$ cat src/rtl/imu_tagger_pkg.sv
// Shared constants and types for the IMU package tagger.
package imu_tagger_pkg;

    localparam int PKG_BYTES = 32;
    localparam int PKG_IDX_W = 5;

    // Axis byte offsets relative to the acceleration base bit (high byte first).
    localparam int AX_HI_OFF = 48;
    localparam int AX_LO_OFF = 56;
    localparam int AY_HI_OFF = 32;
    localparam int AY_LO_OFF = 40;
    localparam int AZ_HI_OFF = 16;
    localparam int AZ_LO_OFF = 24;

    localparam logic [7:0] DEFAULT_HEADER = 8'h55;

    typedef enum logic {
        HUNT    = 1'b0,
        COLLECT = 1'b1
    } tagger_state_e;

endpackage

$ cat src/rtl/imu_package_tagger_energy_square_sum.sv
// Two-stage acceleration energy: signed squares, then a widened sum.
// Kept separate so the three multipliers map cleanly onto DSP blocks.
module energy_square_sum #(
    parameter int SRC_W = 16,
    parameter int SUM_W = 2 * SRC_W + 2
) (
    input  logic             clk,
    input  logic             rst_n,
    input  logic [SRC_W-1:0] ax,
    input  logic [SRC_W-1:0] ay,
    input  logic [SRC_W-1:0] az,
    input  logic             valid_in,
    output logic [SUM_W-1:0] energy,
    output logic             valid_out,
    output logic             sq_valid
);
    localparam int SQ_W = 2 * SRC_W;

    logic signed [SQ_W-1:0] ax_w, ay_w, az_w;
    logic [SQ_W-1:0]        sq_x, sq_y, sq_z;

    assign ax_w = SQ_W'($signed(ax));
    assign ay_w = SQ_W'($signed(ay));
    assign az_w = SQ_W'($signed(az));

    // Stage valids; cleared by reset so a partial pipeline never strobes.
    always_ff @(posedge clk) begin
        if (!rst_n) begin
            sq_valid  <= 1'b0;
            valid_out <= 1'b0;
        end else begin
            sq_valid  <= valid_in;
            valid_out <= sq_valid;
        end
    end

    // S1: squares (always non-negative, fit unsigned in 2*SRC_W bits).
    always_ff @(posedge clk) begin
        if (valid_in) begin
            sq_x <= ax_w * ax_w;
            sq_y <= ay_w * ay_w;
            sq_z <= az_w * az_w;
        end
    end

    // S2: sum with two guard bits so three squares cannot overflow.
    always_ff @(posedge clk) begin
        if (sq_valid) begin
            energy <= SUM_W'(sq_x) + SUM_W'(sq_y) + SUM_W'(sq_z);
        end
    end

endmodule

$ cat src/rtl/imu_package_tagger.sv
// IMU package tagger: frames the sensor byte stream into 32-byte packages,
// flags packages whose acceleration energy reaches THRESHOLD and emits
// {package, flag} on a one-cycle write strobe.
// Optional: IMU_TAGGER_CHECKSUM_EN makes byte 31 a mod-256 checksum of
// bytes 0..30; mismatching packages are dropped.
//
// state   | meaning
// HUNT    | waiting for a HEADER byte to start a package
// COLLECT | storing bytes 1..31, watching the inter-byte timeout
module imu_package_tagger
    import imu_tagger_pkg::*;
#(
    parameter int          WINDOW_WIDTH          = 256,
    parameter int          A_OFFSET              = 2,
    parameter int          SQUARE_SRC_DATA_WIDTH = 16,
    parameter logic [31:0] THRESHOLD             = 32'h0010_0000,
    parameter logic [7:0]  HEADER                = DEFAULT_HEADER,
    parameter int          TIMEOUT_CYCLES        = 1024
) (
    input  logic                    clk,
    input  logic                    rst_n,
    input  logic [7:0]              byte_i,
    input  logic                    byte_valid,
    output logic [WINDOW_WIDTH:0]   data_o,
    output logic                    data_wen,
    output logic [15:0]             pkt_cnt,
    output logic [15:0]             drop_cnt,
    output logic                    busy
);
    localparam int A_BIT = A_OFFSET << 6;
    localparam int TO_W  = $clog2(TIMEOUT_CYCLES);
    localparam int SUM_W = 2 * SQUARE_SRC_DATA_WIDTH + 2;
    localparam logic [PKG_IDX_W-1:0] LAST_IDX = PKG_IDX_W'(PKG_BYTES - 1);
    localparam logic [TO_W-1:0]      TO_MAX   = TO_W'(TIMEOUT_CYCLES - 1);

    tagger_state_e state, state_nx;

    // Bytes 0..30 only; byte 31 goes straight into the pipeline latch.
    logic [WINDOW_WIDTH-9:0]          pkg_buf;
    logic [WINDOW_WIDTH-1:0]          pkg_s1;
    logic [PKG_IDX_W-1:0]             idx;
    logic [TO_W-1:0]                  to_cnt;
    logic                             store_en, handoff, drop, csum_ok;
    logic [SQUARE_SRC_DATA_WIDTH-1:0] ax, ay, az;
    logic [SUM_W-1:0]                 energy;
    logic                             energy_valid, sq_valid;

`ifdef IMU_TAGGER_CHECKSUM_EN
    logic [7:0] csum;

    // Running mod-256 sum of the bytes stored so far.
    always_ff @(posedge clk) begin
        if (!rst_n)
            csum <= 8'h00;
        else if (store_en)
            csum <= (state == HUNT) ? byte_i : csum + byte_i;
    end

    assign csum_ok = (byte_i == csum);
`else
    assign csum_ok = 1'b1;
`endif

    // State register.
    always_ff @(posedge clk) begin
        if (!rst_n)
            state <= HUNT;
        else
            state <= state_nx;
    end

    // Next state and per-cycle control strobes.
    always_comb begin
        state_nx = state;
        store_en = 1'b0;
        handoff  = 1'b0;
        drop     = 1'b0;
        case (state)
            HUNT: begin
                if (byte_valid && byte_i == HEADER) begin
                    store_en = 1'b1;
                    state_nx = COLLECT;
                end
            end
            COLLECT: begin
                if (byte_valid) begin
                    store_en = 1'b1;
                    if (idx == LAST_IDX) begin
                        state_nx = HUNT;
                        handoff  = csum_ok;
                        drop     = !csum_ok;
                    end
                end else if (to_cnt == TO_MAX) begin
                    drop     = 1'b1;
                    state_nx = HUNT;
                end
            end
            default: state_nx = HUNT;
        endcase
    end

    // Byte index, inter-byte timeout and drop counter.
    always_ff @(posedge clk) begin
        if (!rst_n) begin
            idx      <= '0;
            to_cnt   <= '0;
            drop_cnt <= '0;
        end else begin
            if (handoff || drop)
                idx <= '0;
            else if (store_en)
                idx <= idx + 1'b1;
            if (store_en || state == HUNT)
                to_cnt <= '0;
            else
                to_cnt <= to_cnt + 1'b1;
            if (drop)
                drop_cnt <= drop_cnt + 16'd1;
        end
    end

    // Package storage; no reset needed since every byte is rewritten per package.
    always_ff @(posedge clk) begin
        if (store_en && idx != LAST_IDX)
            pkg_buf[{idx, 3'b000} +: 8] <= byte_i;
        if (handoff)
            pkg_s1 <= {byte_i, pkg_buf};
    end

    // Axis words come from bytes 18..23, already stored when byte 31 arrives.
    assign ax = {pkg_buf[A_BIT + AX_HI_OFF +: 8], pkg_buf[A_BIT + AX_LO_OFF +: 8]};
    assign ay = {pkg_buf[A_BIT + AY_HI_OFF +: 8], pkg_buf[A_BIT + AY_LO_OFF +: 8]};
    assign az = {pkg_buf[A_BIT + AZ_HI_OFF +: 8], pkg_buf[A_BIT + AZ_LO_OFF +: 8]};

    energy_square_sum #(
        .SRC_W (SQUARE_SRC_DATA_WIDTH),
        .SUM_W (SUM_W)
    ) u_energy (
        .clk       (clk),
        .rst_n     (rst_n),
        .ax        (ax),
        .ay        (ay),
        .az        (az),
        .valid_in  (handoff),
        .energy    (energy),
        .valid_out (energy_valid),
        .sq_valid  (sq_valid)
    );

    // S3: threshold flag, output register and package counter.
    always_ff @(posedge clk) begin
        if (!rst_n) begin
            data_o   <= '0;
            data_wen <= 1'b0;
            pkt_cnt  <= '0;
        end else begin
            data_wen <= energy_valid;
            if (energy_valid) begin
                data_o  <= {pkg_s1, energy >= SUM_W'(THRESHOLD)};
                pkt_cnt <= pkt_cnt + 16'd1;
            end
        end
    end

    assign busy = (state == COLLECT) | sq_valid | energy_valid | data_wen;

endmodule

$ cat config.mk
export PLATFORM = sky130hd
export DESIGN_NAME = imu_package_tagger
export DESIGN_NICKNAME = d
export VERILOG_FILES = /design/src/rtl/imu_tagger_pkg.sv /design/src/rtl/imu_package_tagger_energy_square_sum.sv /design/src/rtl/imu_package_tagger.sv
export SDC_FILE = /design/constraint.sdc
export NUM_CORES = 2
export LEC_CHECK = 0
export ABC_AREA = 0
export ABC_CLOCK_PERIOD_IN_PS = 23500
export CAP_MARGIN = 15
export CORE_ASPECT_RATIO = 0.7
export CORE_MARGIN = 3
export CORE_UTILIZATION = 40
export DETAILED_ROUTE_END_ITERATION = 7
export HOLD_SLACK_MARGIN = 0.03
export PLACE_DENSITY = 0.68
export SLEW_MARGIN = 30
export SYNTH_ARGS = -nofsm -noshare
export SYNTH_HDL_FRONTEND = slang
export SYNTH_SLANG_ARGS = --single-unit
$ cat constraint.sdc
create_clock -name clk -period 23.5 [get_ports clk]
set_input_delay 4.7 -clock clk [delete_from_list [all_inputs] [get_ports clk]]
set_output_delay 4.7 -clock clk [all_outputs]
set_load 0.01 [all_outputs]
==> results.cfg <==
[status]
status = complete, no violations

[setup_path]
r2r-end = u_energy.sq_x[30]$_DFFE_PP_
reg2reg_depth = 19
crit_arrival_ps = 7780
criticalPathCategory = reg2reg
reg2reg_from = pkg_buf[183]$_DFFE_PP_
start_kind = register
crit_path_max_fanout = 19
r2r_slack_ps = 16130
worstPathRequired_ps = 23910
end_kind = register
endpoint = u_energy.sq_x[30]$_DFFE_PP_
startpoint = pkg_buf[183]$_DFFE_PP_

[finish]
drive_gt1_share_pct = 4.382
final_util_pct = 46.28
final-seq-area_um2 = 24430
fillCellCount = 13474
mostFrequentLayoutCells = inv_1 (988), fa_1 (702), edfxtp_1 (608), nor2_1 (396), nand2_1 (359)
multi_input_area_um2 = 32450
fin_nets = 6744
layout_commonest_cell = inv_1
synthToLayoutAreaGrowth_pct = 14.28

[timing]
skew_ps = 34.52
finalCritPeriodShare_pct = 31.35
setup_viol = 0
whs_ps = 412.0
setup_tns_ps = 0
max-slew-margin-rel_pct = 33.26
max_freq_mhz = 135.7
period_minus_slack_ps = 7367
fin_ws_ps = 16130
rsz0062_at_grt = false
hold_viol_final = 0
slew_violations = 0
tightestPinTransition_ps = 1001

[worst_hold_path]
hold_path_class = reg2reg

[floorplan]
die_x_um = 473.5
die_area_um2 = 157800
num_rows = 119
dieHeight_um = 333.3
ios = 302
initial_core_util_pct = 40.50
core_um2 = 151100

[clock_tree]
ctsResizeCount = 0
ctsHtreeMaxLevel = 3
cts.sinks = 916
cts-root-buf = clkbuf_16
clock_latency_ps = 670
path_clk_slew_ps = 60
cts_tree = yes
clock_path_buffers = 3
cts_hold_buf = 0
numCtsBuffers = 96
postCtsSetupRepairBufs = 0

[routing]
drc = 0
routed_wl_um = 141900
ant_nets = 0
drtIter0Drc = 2672
vias = 38206
drtPass1Iterations = 5
avgViaCountPerCell = 4.916
routedWlPerCell_um = 18.26

[yosys]
synth_nets = 6472
ys_warn_count = 0
async_flop_share_pct = 0
syn_area_per_cell_um2 = 11.30
netlist_area_um2 = 61200
synth_edf_count = 608
ys_seq_elements = 916
ys_types = 80
synth-main-ff-cell = edfxtp_1
syn_inst = 5418
synth_seq_area_share_pct = 39.91

[grt]
grt_max_degree = 157
grt_pass1_wl_um = 225400
overflow = 0
first_global_vias = 39294
grtUsageTotal_pct = 18.08
antenna_found_initial = 3

[pwr]
peakVddDrop_v = 0.00005526
p_per_area_nw_per_um2 = 47.54
power_leakage_uw = 0.02873

[placed_design]
hpwl_um = 108900
portBuffers = 301
post-place-ws_ps = 15550
place_congestion = 0.8717

[job]
cap_violations = 0
through the flow:
step                      std cells  instance area (um2)  power [uW]
final                          7771                69940        3325
after floorplan                5418                61200        1745
after CTS                      7767                69890        3355
after detailed placement       7585                66500        1754
after global routing           7770                69940        3419
after global placement         7585                66490        1754
layer usage:
layer / track usage, % / vias up / wire length [um]
met3: 2.418 / 175 / 8618
met2: 28.51 / 1091 / 64860
li1: - / 17838 / -
met1: 26.50 / 19102 / 65310
met4: 4.280 / 0 / 3134
met5: 0 / - / 0
cells in the mapped netlist (3+ instances only):
library cell    n  area [um2]
and4_1          5       43.79
a211oi_1       12       90.09
xnor2_1       157        1375
a21boi_0        8       60.06
a31oi_1        13       81.33
a31o_2         17       148.9
o21ai_0        62       310.3
o21a_1         23       172.7
or4_1           4       30.03
o31ai_1         6       45.04
clkbuf_1      149       559.3
a21oi_1       122       610.6
nand4_1        10       62.56
nor3_1         23       115.1
and2_1        215        1345
o21bai_1       21       157.7
nand2_1       360        1351
xor2_1         43       376.6
ha_1          341        4267
mux2i_1       263        2633
nor2b_1       275        1720
nand3_1        50       250.2
a41oi_1         3       26.28
or3_1          17       106.4
and3_1         27       168.9
edfxtp_1      608       18260
dfxtp_1       308        6166
nand3b_1        4       30.03
o211ai_1       10       75.07
nor4_1          5       31.28
nand2b_1       19       118.9
a211o_1         5       43.79
fa_1          702       14050
a21o_1         53       397.9
inv_1         988        3709
o22ai_1         4       25.02
or2_2           6       37.54
o2111ai_1       4       35.03
buf_1          30       112.6
a41o_1          3       30.03
nor2_1        396        1486
state kept, by name (all words and copies together), names as in the netlist, 5 cells and up:
name	count
data_o	257
pkt_cnt	16
u_energy.sq_z	30
u_energy.sq_x	30
u_energy.sq_y	30
u_energy.energy	14
idx	5
to_cnt	10
pkg_s1	256
pkg_buf	248
drop_cnt	16
layout make-up:
cell class                 count  share of cell area (%)
timing repair buffer         354                   4.941
multi-input combinational   3333                   46.39
antenna                        1                0.003578
inverter                     989                   5.308
tap                         1996                   3.571
clock buffer                 115                   3.657
sequential                   916                   34.93
clock inverter                67                   1.200
worst max-delay path: stages (launching register included):
cell and delay (ps):
edfxtp_1 320, buf_4 270, clkinv_1 600, nor2_1 440, fa_1 620, fa_1 920, fa_1 540, fa_1 510
fa_1 490, inv_1 50, fa_1 470, inv_1 40, ha_1 330, a21o_1 180, a21oi_1 200, o21bai_1 90
a311oi_1 450, nor2_1 150, a311oi_1 340, xnor2_1 90
how the worst min path moves through the flow:
stage | startpoint | end | cells after the start
floorplan | pkg_buf[0]$_DFFE_PP_ | pkg_s1[0]$_DFFE_PP_ | 0
global placement | pkg_buf[3]$_DFFE_PP_ | pkg_s1[3]$_DFFE_PP_ | 0
detailed placement | pkg_buf[130]$_DFFE_PP_ | pkg_s1[130]$_DFFE_PP_ | 0
CTS | pkg_buf[118]$_DFFE_PP_ | pkg_s1[118]$_DFFE_PP_ | 0
global route | pkg_buf[131]$_DFFE_PP_ | pkg_s1[131]$_DFFE_PP_ | 0
finish | pkg_buf[118]$_DFFE_PP_ | pkg_s1[118]$_DFFE_PP_ | 0
cell families after synthesis:
logic type,Yosys count,share of synthesized area [%]
fa+ha+maj,1043,29.93
mux,263,4.301
flops,916,39.91
xor+xnor,200,2.862
simple gates,1427,11.43
compound gates,400,4.391
buf+inv,1169,7.172
power breakdown:
group          internal, uW  switching (uW)
Clock                   952             653
Combinational          9.50            13.3
Sequential             1700          0.0361
Total                  2660             666
(Power assumes the default switching activity.)
